`config.mk`:
```
export PLATFORM = sky130hd
export DESIGN_NAME = wb_stage_reg
export DESIGN_NICKNAME = d
export VERILOG_FILES = /design/src/rtl/wb_pkg.sv /design/src/rtl/wb_load_ext.sv /design/src/rtl/wb_stage_reg.sv
export SDC_FILE = /design/constraint.sdc
export NUM_CORES = 1
export LEC_CHECK = 0
export CORE_ASPECT_RATIO = 0.7
export CORE_UTILIZATION = 40
export DETAILED_ROUTE_END_ITERATION = 8
export PLACE_DENSITY = 0.79
export RECOVER_POWER = 25
export SETUP_SLACK_MARGIN = 0.05
export SLEW_MARGIN = 20
export SYNTH_ARGS = -nofsm -noshare
export SYNTH_HDL_FRONTEND = slang
export SYNTH_HIERARCHICAL = 1
export SYNTH_SLANG_ARGS = --single-unit
export TNS_END_PERCENT = 20
```
`constraint.sdc`:
```
create_clock -name i_clk -period 7.1 [get_ports i_clk]
set_clock_uncertainty 0.1 [all_clocks]
set_input_delay 2.13 -clock i_clk [delete_from_list [all_inputs] [get_ports i_clk]]
set_output_delay 2.13 -clock i_clk [all_outputs]
set_load 0.02 [all_outputs]
```
`src/rtl/wb_pkg.sv`:
```
// Shared constants for the write-back stage: result-select codes, load funct3 encodings, field widths.
package wb_pkg;

    localparam int unsigned WB_SEL_W  = 2;
    localparam int unsigned FUNCT3_W  = 3;
    localparam int unsigned ADDR_LO_W = 3;

    localparam logic [WB_SEL_W-1:0] WB_SEL_ALU = 2'b00;
    localparam logic [WB_SEL_W-1:0] WB_SEL_MEM = 2'b01;
    localparam logic [WB_SEL_W-1:0] WB_SEL_PC4 = 2'b10;

    localparam logic [FUNCT3_W-1:0] LOAD_LB  = 3'b000;
    localparam logic [FUNCT3_W-1:0] LOAD_LH  = 3'b001;
    localparam logic [FUNCT3_W-1:0] LOAD_LW  = 3'b010;
    localparam logic [FUNCT3_W-1:0] LOAD_LBU = 3'b100;
    localparam logic [FUNCT3_W-1:0] LOAD_LHU = 3'b101;
    localparam logic [FUNCT3_W-1:0] LOAD_LWU = 3'b110;

endpackage

```
`src/rtl/wb_load_ext.sv`:
```
// Load-data lane select and sign/zero extension from an aligned XLEN-wide memory word.
module wb_load_ext
    import wb_pkg::*;
#(
    parameter int unsigned XLEN = 32
) (
    input  logic [FUNCT3_W-1:0]  funct3,
    input  logic [ADDR_LO_W-1:0] addr_lo,
    input  logic [XLEN-1:0]      word,
    output logic [XLEN-1:0]      data_c
);

    logic [ADDR_LO_W-1:0] lane;
    logic [7:0]           byte_v;
    logic [15:0]          half_v;
    logic [31:0]          word_v;

    // On a 32-bit datapath there is no upper word, so address bit 2 is forced to zero.
    always_comb begin
        lane   = (XLEN == 64) ? addr_lo : {1'b0, addr_lo[1:0]};
        byte_v = '0;
        half_v = '0;
        word_v = '0;
        for (int i = 0; i < int'(XLEN / 8); i++) begin
            if (lane == 3'(i)) byte_v = word[i*8 +: 8];
        end
        for (int i = 0; i < int'(XLEN / 16); i++) begin
            if (lane[2:1] == 2'(i)) half_v = word[i*16 +: 16];
        end
        for (int i = 0; i < int'(XLEN / 32); i++) begin
            if (lane[2] == 1'(i)) word_v = word[i*32 +: 32];
        end
    end

    always_comb begin
        data_c = word;
        case (funct3)
            LOAD_LB:  data_c = {{(XLEN-8){byte_v[7]}}, byte_v};
            LOAD_LBU: data_c = {{(XLEN-8){1'b0}}, byte_v};
            LOAD_LH:  data_c = {{(XLEN-16){half_v[15]}}, half_v};
            LOAD_LHU: data_c = {{(XLEN-16){1'b0}}, half_v};
            LOAD_LW:  data_c = XLEN'({{32{word_v[31]}}, word_v});
            LOAD_LWU: data_c = XLEN'({32'b0, word_v});
            default:  data_c = word;
        endcase
    end

endmodule

```
`src/rtl/wb_stage_reg.sv`:
```
// MEM/WB pipeline register with load extension, result select, register-file write gating
// and a retired-instruction counter.
module wb_stage_reg
    import wb_pkg::*;
#(
    parameter int unsigned XLEN    = 32,
    parameter int unsigned RADDR_W = 5,
    parameter int unsigned CNT_W   = 32
) (
    input  logic                 i_clk,
    input  logic                 i_rst,
    input  logic                 i_valid,
    input  logic                 i_stall,
    input  logic                 i_flush,
    input  logic [XLEN-1:0]      i_alu_result,
    input  logic [XLEN-1:0]      i_read_data,
    input  logic [XLEN-1:0]      i_pc_plus4,
    input  logic [ADDR_LO_W-1:0] i_addr_lo,
    input  logic [FUNCT3_W-1:0]  i_load_funct3,
    input  logic [WB_SEL_W-1:0]  i_wb_sel,
    input  logic [RADDR_W-1:0]   i_rd,
    input  logic                 i_reg_write,
    output logic [XLEN-1:0]      o_wb_data,
    output logic [RADDR_W-1:0]   o_wb_rd,
    output logic                 o_wb_reg_write,
    output logic                 o_wb_valid,
    output logic [CNT_W-1:0]     o_retire_count
);

    logic                 valid_q;
    logic                 fresh_q;
    logic [XLEN-1:0]      alu_q;
    logic [XLEN-1:0]      rdata_q;
    logic [XLEN-1:0]      pc4_q;
    logic [ADDR_LO_W-1:0] addr_lo_q;
    logic [FUNCT3_W-1:0]  funct3_q;
    logic [WB_SEL_W-1:0]  wb_sel_q;
    logic [RADDR_W-1:0]   rd_q;
    logic                 reg_write_q;
    logic [CNT_W-1:0]     count_q;
    logic [XLEN-1:0]      load_data_c;
    logic                 retire_c;

    // fresh marks the first cycle an instruction sits in WB so a held instruction retires once.
    always_ff @(posedge i_clk) begin
        if (i_rst) begin
            valid_q     <= 1'b0;
            fresh_q     <= 1'b0;
            alu_q       <= '0;
            rdata_q     <= '0;
            pc4_q       <= '0;
            addr_lo_q   <= '0;
            funct3_q    <= '0;
            wb_sel_q    <= '0;
            rd_q        <= '0;
            reg_write_q <= 1'b0;
        end else if (i_flush) begin
            valid_q <= 1'b0;
            fresh_q <= 1'b0;
        end else if (i_stall) begin
            fresh_q <= 1'b0;
        end else begin
            valid_q     <= i_valid;
            fresh_q     <= 1'b1;
            alu_q       <= i_alu_result;
            rdata_q     <= i_read_data;
            pc4_q       <= i_pc_plus4;
            addr_lo_q   <= i_addr_lo;
            funct3_q    <= i_load_funct3;
            wb_sel_q    <= i_wb_sel;
            rd_q        <= i_rd;
            reg_write_q <= i_reg_write;
        end
    end

    wb_load_ext #(
        .XLEN (XLEN)
    ) u_load_ext (
        .funct3  (funct3_q),
        .addr_lo (addr_lo_q),
        .word    (rdata_q),
        .data_c  (load_data_c)
    );

    assign retire_c = valid_q & fresh_q;

    // Reserved select code falls back to the ALU result.
    always_comb begin
        o_wb_data = alu_q;
        case (wb_sel_q)
            WB_SEL_MEM: o_wb_data = load_data_c;
            WB_SEL_PC4: o_wb_data = pc4_q;
            default:    o_wb_data = alu_q;
        endcase
    end

    assign o_wb_valid     = retire_c;
    assign o_wb_rd        = rd_q;
    assign o_wb_reg_write = retire_c & reg_write_q & (rd_q != '0);

    always_ff @(posedge i_clk) begin
        if (i_rst) begin
            count_q <= '0;
        end else if (retire_c) begin
            count_q <= count_q + CNT_W'(1);
        end
    end

    assign o_retire_count = count_q;

endmodule

```
======== Yosys cells after proc, flatten, opt, wreduce, memory -nomap -nowiden ========
Cells that the tools add are included.
storage, ports and cells
  output and inout port bits .............. 71
  bits of input ports ..................... 115
  bits in registers ....................... 143
  word-level logic and storage cells ...... 38
operators by class
  add/subtract/negate cells ............... 1
  reductions and logical operators ........ 5
  eq/ne operators ......................... 8
  muxes and demuxes ....................... 8
  bitwise logic cells ..................... 5
operators by type and width
  cell                   count
  $pmux 32 s4            1
  $pmux 32 s2            1
  $add 32x1->32 const B  1
  $mux 8                 4
  $mux 16                1
  $eq 2x2->1 const B     3
  $eq 3x3->1 const B     2
  $reduce_bool 5->1      1
  $eq 2x1->1 const B     2
  $and 1x1->1            3
  $eq 3x1->1 const B     1
  $logic_not 3->1        1
  $logic_not 2->1        1
  $not 1->1              2
  $reduce_and 2->1       1
  $reduce_or 2->1        1
  $mux 1                 1

======== Longest topological paths before layout ========
Gate-level depths: netlist of the first run.
  word-level depth ........................ 7
  mapped depth ............................ 7
  depth with buffers taken out ............ 5

======== By module ========
Netlist of the first run, hierarchy kept.
by module, submodules not included
  module        instances  cells an instance  area each (µm²)  seq. area each (µm²)
  wb_stage_reg  1          775                5903.2           2882.8
  wb_load_ext   1          117                844.6            0.0

======== Least setup slack after synthesis of the first run ========
No wires, ideal clock.
  kind .................................... register -> output
  start ................................... register addr_lo_q[1]
  end ..................................... output port o_wb_data[10]
  cell stages (with the launch flop) ...... 7
  arrival ................................. 1.812 ns
  slack ................................... 3.058 ns
  path through ............................ dfxtp_1 mux4_2 and3b_1 buf_6 a221o_1 a22oi_1 o21ai_0
on the way
  word-level cells in the longest chain between the ends .. 7
RTL lines
  what                    line                text
  start, declared         wb_stage_reg.sv:35  logic [ADDR_LO_W-1:0] addr_lo_q;
  start signal, assigned  wb_stage_reg.sv:68  addr_lo_q <= i_addr_lo;
  $logic_not 2->1         wb_load_ext.sv:25   if (lane == 3'(i)) byte_v = word[i*8 +: 8];
  $mux 8 (4 in series)    wb_load_ext.sv:25
  $pmux 32 s4 (*)         wb_load_ext.sv:37   case (funct3)
  net load_data_c[10]     wb_stage_reg.sv:41  logic [XLEN-1:0] load_data_c;
  $pmux 32 s2 (*)         wb_stage_reg.sv:90  case (wb_sel_q)
  end, declared           wb_stage_reg.sv:23  output logic [XLEN-1:0] o_wb_data,
Mark *: on every way through the listed nets, which the timed path passes. The rest lies on a longest branch.

======== Worst setup path in the final report of the first run ========
  start ................................... register addr_lo_q[1]
  end ..................................... output port o_wb_data[19]
Same word-level chain as after synthesis.

==> qor.yml, run 1 <==
outcome:
  status: "finished, violations left"
  violations: "capacitance limit, slew limit"
timing:
  slew_headroom_pct: -97.0
  min_period_over_period_pct: 81.9
  fmax_mhz: 172
  rsz0062_at_grt: "false"
  fin_tns_setup_ps: 0
  maxSlewViolCount: 147
  setup_viol: 0
  worst_pin_slew_ps: 2960
  min_period_ps: 5820
  hold_viol_final: 0
clocking:
  cts-buffers-inserted: 17
  cts_resized: 0
  cts_tree: "done"
  postCtsSetupBuffers: 0
  htreeDepth: 4
  cts_root_buffer: "clkbuf_16"
  cts_hold_buf: 0
  clkTransAtPathRegs_ps: 60
  clock-sinks: 143
  cts_buffer_depth: 2
  clock_latency_ps: 420
critical_path:
  path_delay_family: "compound AO/OA/AOI/OAI gates"
  critPathMaxStageDelay_ps: 940
  crit_type: "reg2out"
  startpoint: "addr_lo_q[1]"
  ff2ff_setup_slack_ps: 4690
  worst-path-buf-inv: 1
  start_kind: "register"
  cp_slowest_cell: "dfxtp_1"
  endpoint: "o_wb_data[19]"
  cp_max_fo: 23
  arrival_ps: 3590
  timing.rr.start: "o_retire_count[7]"
  crit_path_end_kind: "primary output"
  r2r_cells: 4
  required_ps: 4870
  path_cells: "mux2_2, a22oi_2, a21oi_1, a22oi_1, o21ai_0, clkdlybuf4s50_1"
  path_depth: 6
  r2r-end: "o_retire_count[29]"
placed_design:
  place.gp.congestion: 0.960
  dp_hpwl_mm: 14.7
  port_buffers: 184
power:
  p_per_area_nw_per_um2: 216
  finalPower_mw: 1.98
  leakagePower_nw: 3.07
  ir_drop_mv: 0.149
cells_and_area:
  final_common_cell: "nand2_1"
  final_cell_mix: "nand2_1, clkdlybuf4s50_1, a21oi_1, dfxtp_1, o21ai_0"
  drive_above_1_share_pct: 5.31
  area_delta_synth_final_pct: 36.4
  fin_nets: 1141
  fillers: 1555
global_routing:
  grt_pass1_vias: 6346
  track_usage_pct: 24.7
  antenna_found_initial: 2
  grt_max_degree: 83
  grt_overflow: 0
  grt_pass1_wl_mm: 33.0
synthesis:
  syn_area_per_cell_um2: 7.56
  ys_warn_count: 6
  syn_nets: 1006
  syn_area_um2: 6720
  syn_inst: 888
drt:
  wl_per_cell_um: 16.9
  drt_wl_total_mm: 21.4
  vias: 6979
  drt-initial-drc-count: 822
  antenna_left: 0
  viasPerCell: 5.53
  firstDrtPassIters: 8
  drcViolationCount: 0
flow_run:
  cap_viol_max_count: 2
floorplan:
  placementRows: 39
  io_pins: 186
  core_um2: 16300
  die_width_um: 157
  die_h_um: 110
  initial_core_util_pct: 41.1
  die-area_um2: 17300
hold_path:
  holdCritStartpoint: "alu_q[31]"
  holdCritPathClass: "reg2reg"
==> final cells by class <==
class	count	area, um2	share of cell area (%)
flip-flops and latches	143	2860	31.2
diodes	2	5.00	0.0546
well taps	225	282	3.07
inverters	16	60.1	0.655
clock inverters	13	141	1.54
clock buffers	19	433	4.72
multi-input cells	654	3490	38.1
repair buffers	191	1890	20.6
==> registers in the layout (all words and copies together), names as in the netlist, 2 cells and up <==
register,flops
wb_sel_q,2
pc4_q,32
alu_q,32
funct3_q,3
o_retire_count,32
addr_lo_q,2
o_wb_rd,5
rdata_q,32
==> worst reg2reg max path, delay by kind of cell, from the launching register on <==
family / cells / cell delay [ps]
AND/OR/NAND/NOR: 3 / 1620
AO/OA/AOI/OAI: 1 / 150
flip-flops: 1 / 440
==> worst min path at each step <==
stage | slack (ps) | end | depth (start not counted)
floorplan | 330 | addr_lo_q[0] | 2
global placement | 340 | pc4_q[13] | 2
detailed placement | 350 | alu_q[16] | 2
CTS | 350 | alu_q[16] | 2
global route | 370 | alu_q[16] | 2
finish | 350 | alu_q[31] | 2
==> per-layer routing <==
layer  wire length [um]  up-vias  share of wire (%)  global-route usage (%)
li1                   -     3370                  -                       -
met1               9550     3267                 45                    33.5
met2               9110      308                 43                    35.5
met3               2210       32                 10                    8.87
met4                452        2                2.1                    8.43
met5                 78        -               0.36                    3.57
==> power breakdown <==
group / internal, mW / switching, mW / leakage (nW)
Combinational: 0.119 / 0.128 / 1.65
Sequential: 0.832 / 0.0295 / 1.17
Clock: 0.517 / 0.351 / 0.262
==> per-stage QoR <==
stage	utilization [%]	setup slack, ps	hold slack (ps)	instance area [um2]	cells
after CTS	56.1	1270	355	9160	1261
after floorplan	-	3060	333	6720	888
final	56.1	1280	354	9160	1263
after detailed placement	52.5	1750	347	8590	1229
after global routing	56.1	1030	368	9160	1263
after global placement	52.5	1790	343	8590	1229
(Power assumes the default switching activity.)
==> run 2: changes to the inputs <==
- PLACE_DENSITY: 0.79 -> 0.82
- clock period: 7.1 -> 4.9 ns (I/O delays scaled with it)
==> run 2 against run 1 <==
The run still ends with capacitance limit, slew limit left. Power grew 49%. Worst hold slack worse by 0.95 ps. Clock-buffer cell count grew 2.
==> qor.yml, run 2 (synthesis results as in run 1) <==
global_routing:
  grt_pass1_vias: 6410
  track_usage_pct: 25.1
  antenna_found_initial: 1
  grt_overflow: 0
  grt_pass1_wl_mm: 33.6
  grt_max_degree: 110
power:
  power_frac_clock_pct: 45.1
  leakagePower_nw: 3.14
  ir_drop_mv: 0.171
  seqPwrFrac_pct: 42.2
  p_per_area_nw_per_um2: 318
  p_switching_mw: 0.725
  comb_power_share_pct: 12.7
  p_int_mw: 2.22
  switching_share_pct: 24.6
timing:
  min_period_ps: 4680
  slew_headroom_pct: -26.0
  setup_viol: 0
  rsz0062_at_grt: "false"
  maxSlewViolCount: 92
  worst_pin_slew_ps: 1890
  fmax_mhz: 213
  min_period_over_period_pct: 95.6
  worst_hold_slack_ps: 353
  hold_viol_final: 0
  fin_tns_setup_ps: 0
critical_path:
  required_ps: 3330
  cp_slowest_cell: "clkdlybuf4s50_1"
  r2r_cells: 4
  crit_path_end_kind: "primary output"
  worst-path-buf-inv: 2
  path_cells: "buf_4, nand2b_1, a21oi_1, a311oi_1, a22oi_1, o21ai_0, clkdlybuf4s50_1"
  start_kind: "register"
  ff2ff_setup_slack_ps: 2520
  arrival_ps: 3110
  crit_type: "reg2out"
  path_depth: 7
  path_delay_family: "compound AO/OA/AOI/OAI gates"
  cp_max_fo: 11
  critPathMaxStageDelay_ps: 630
clocking:
  clock-sinks: 143
  cts_root_buffer: "clkbuf_16"
  cts_hold_buf: 0
  cts-buffers-inserted: 17
  cts_tree: "done"
  cts_resized: 0
  clock_latency_ps: 420
  htreeDepth: 4
  clkTransAtPathRegs_ps: 60
  cts_buffer_depth: 2
  postCtsSetupBuffers: 0
cells_and_area:
  finalNonFillerCells: 1265
  fin_nets: 1146
  drive_above_1_share_pct: 6.25
  regArea_um2: 2860
  n_antenna_cell: 0
  area_delta_synth_final_pct: 38.0
  fillers: 1487
  multi_input_area_um2: 3510
  stdcell_area_um2: 9270
  final_common_cell: "nand2_1"
  final_cell_mix: "nand2_1, clkdlybuf4s50_1, a21oi_1, dfxtp_1, o21ai_0"
drt:
  drt-initial-drc-count: 826
  viasPerCell: 5.56
  wl_per_cell_um: 17.1
  vias: 7029
  drcViolationCount: 0
  antenna_left: 0
  firstDrtPassIters: 6
  drt_wl_total_mm: 21.6
outcome:
  violations: "capacitance limit, slew limit"
  status: "finished, violations left"
placed_design:
  dpl_cell_area_um2: 8660
  place_inst: 1234
  port_buffers: 184
  dp_hpwl_mm: 14.8
  place.gp.congestion: 0.942
hold_path:
  holdCritPathClass: "reg2reg"
  hold_depth: 2
floorplan:
  placementRows: 39
  die_width_um: 157
  die_h_um: 110
  io_pins: 186
  initial_core_util_pct: 41.1
  core_um2: 16300
  die-area_um2: 17300
flow_run:
  cap_viol_max_count: 1
-- run 2: through the flow --
stage,setup slack [ps],utilization [%],power (mW)
floorplan,1520,-,1.44
global placement,607,53.0,1.63
detailed placement,542,53.0,1.63
CTS,82.0,56.7,2.96
global route,81.6,56.7,3.06
finish,216,56.7,2.95
-- run 2: power by group through the flow --
stage                     clock, mW  combinational [mW]  sequential [mW]
after floorplan                   0               0.192             1.25
after global placement            0               0.363             1.26
after detailed placement          0               0.367             1.27
after CTS                      1.35               0.370             1.24
after global routing           1.41               0.402             1.25
final                          1.33               0.374             1.24
-- run 2: worst reg2reg max path: cells and delay by family, from the launching register on --
family           cells  cell delay, ps
AO/OA/AOI/OAI        1             160
flip-flops           1             430
AND/OR/NAND/NOR      3            1610
-- run 2: cell type report --
cell class	count	area share, %
clock inverters	10	1.46
inverters	16	0.648
repair buffers	196	21.0
flip-flops and latches	143	30.9
multi-input cells	654	37.9
well taps	225	3.04
clock buffers	21	5.08
-- run 2: layer usage --
metal	up-vias	track usage, %	wire length, um
li1	3374	-	-
met1	3282	35.6	9590
met2	329	35.7	9200
met3	42	6.83	2300
met4	2	10.1	487
met5	-	0	16
-- run 2: path summary, 6_finish.rpt --
check,startpoint,to
worst max-delay path,addr_lo_q[1],o_wb_data[2]
worst min-delay path,alu_q[29],alu_q[29]
worst max register to register,o_retire_count[7],o_retire_count[29]
worst min register to register,alu_q[29],alu_q[29]
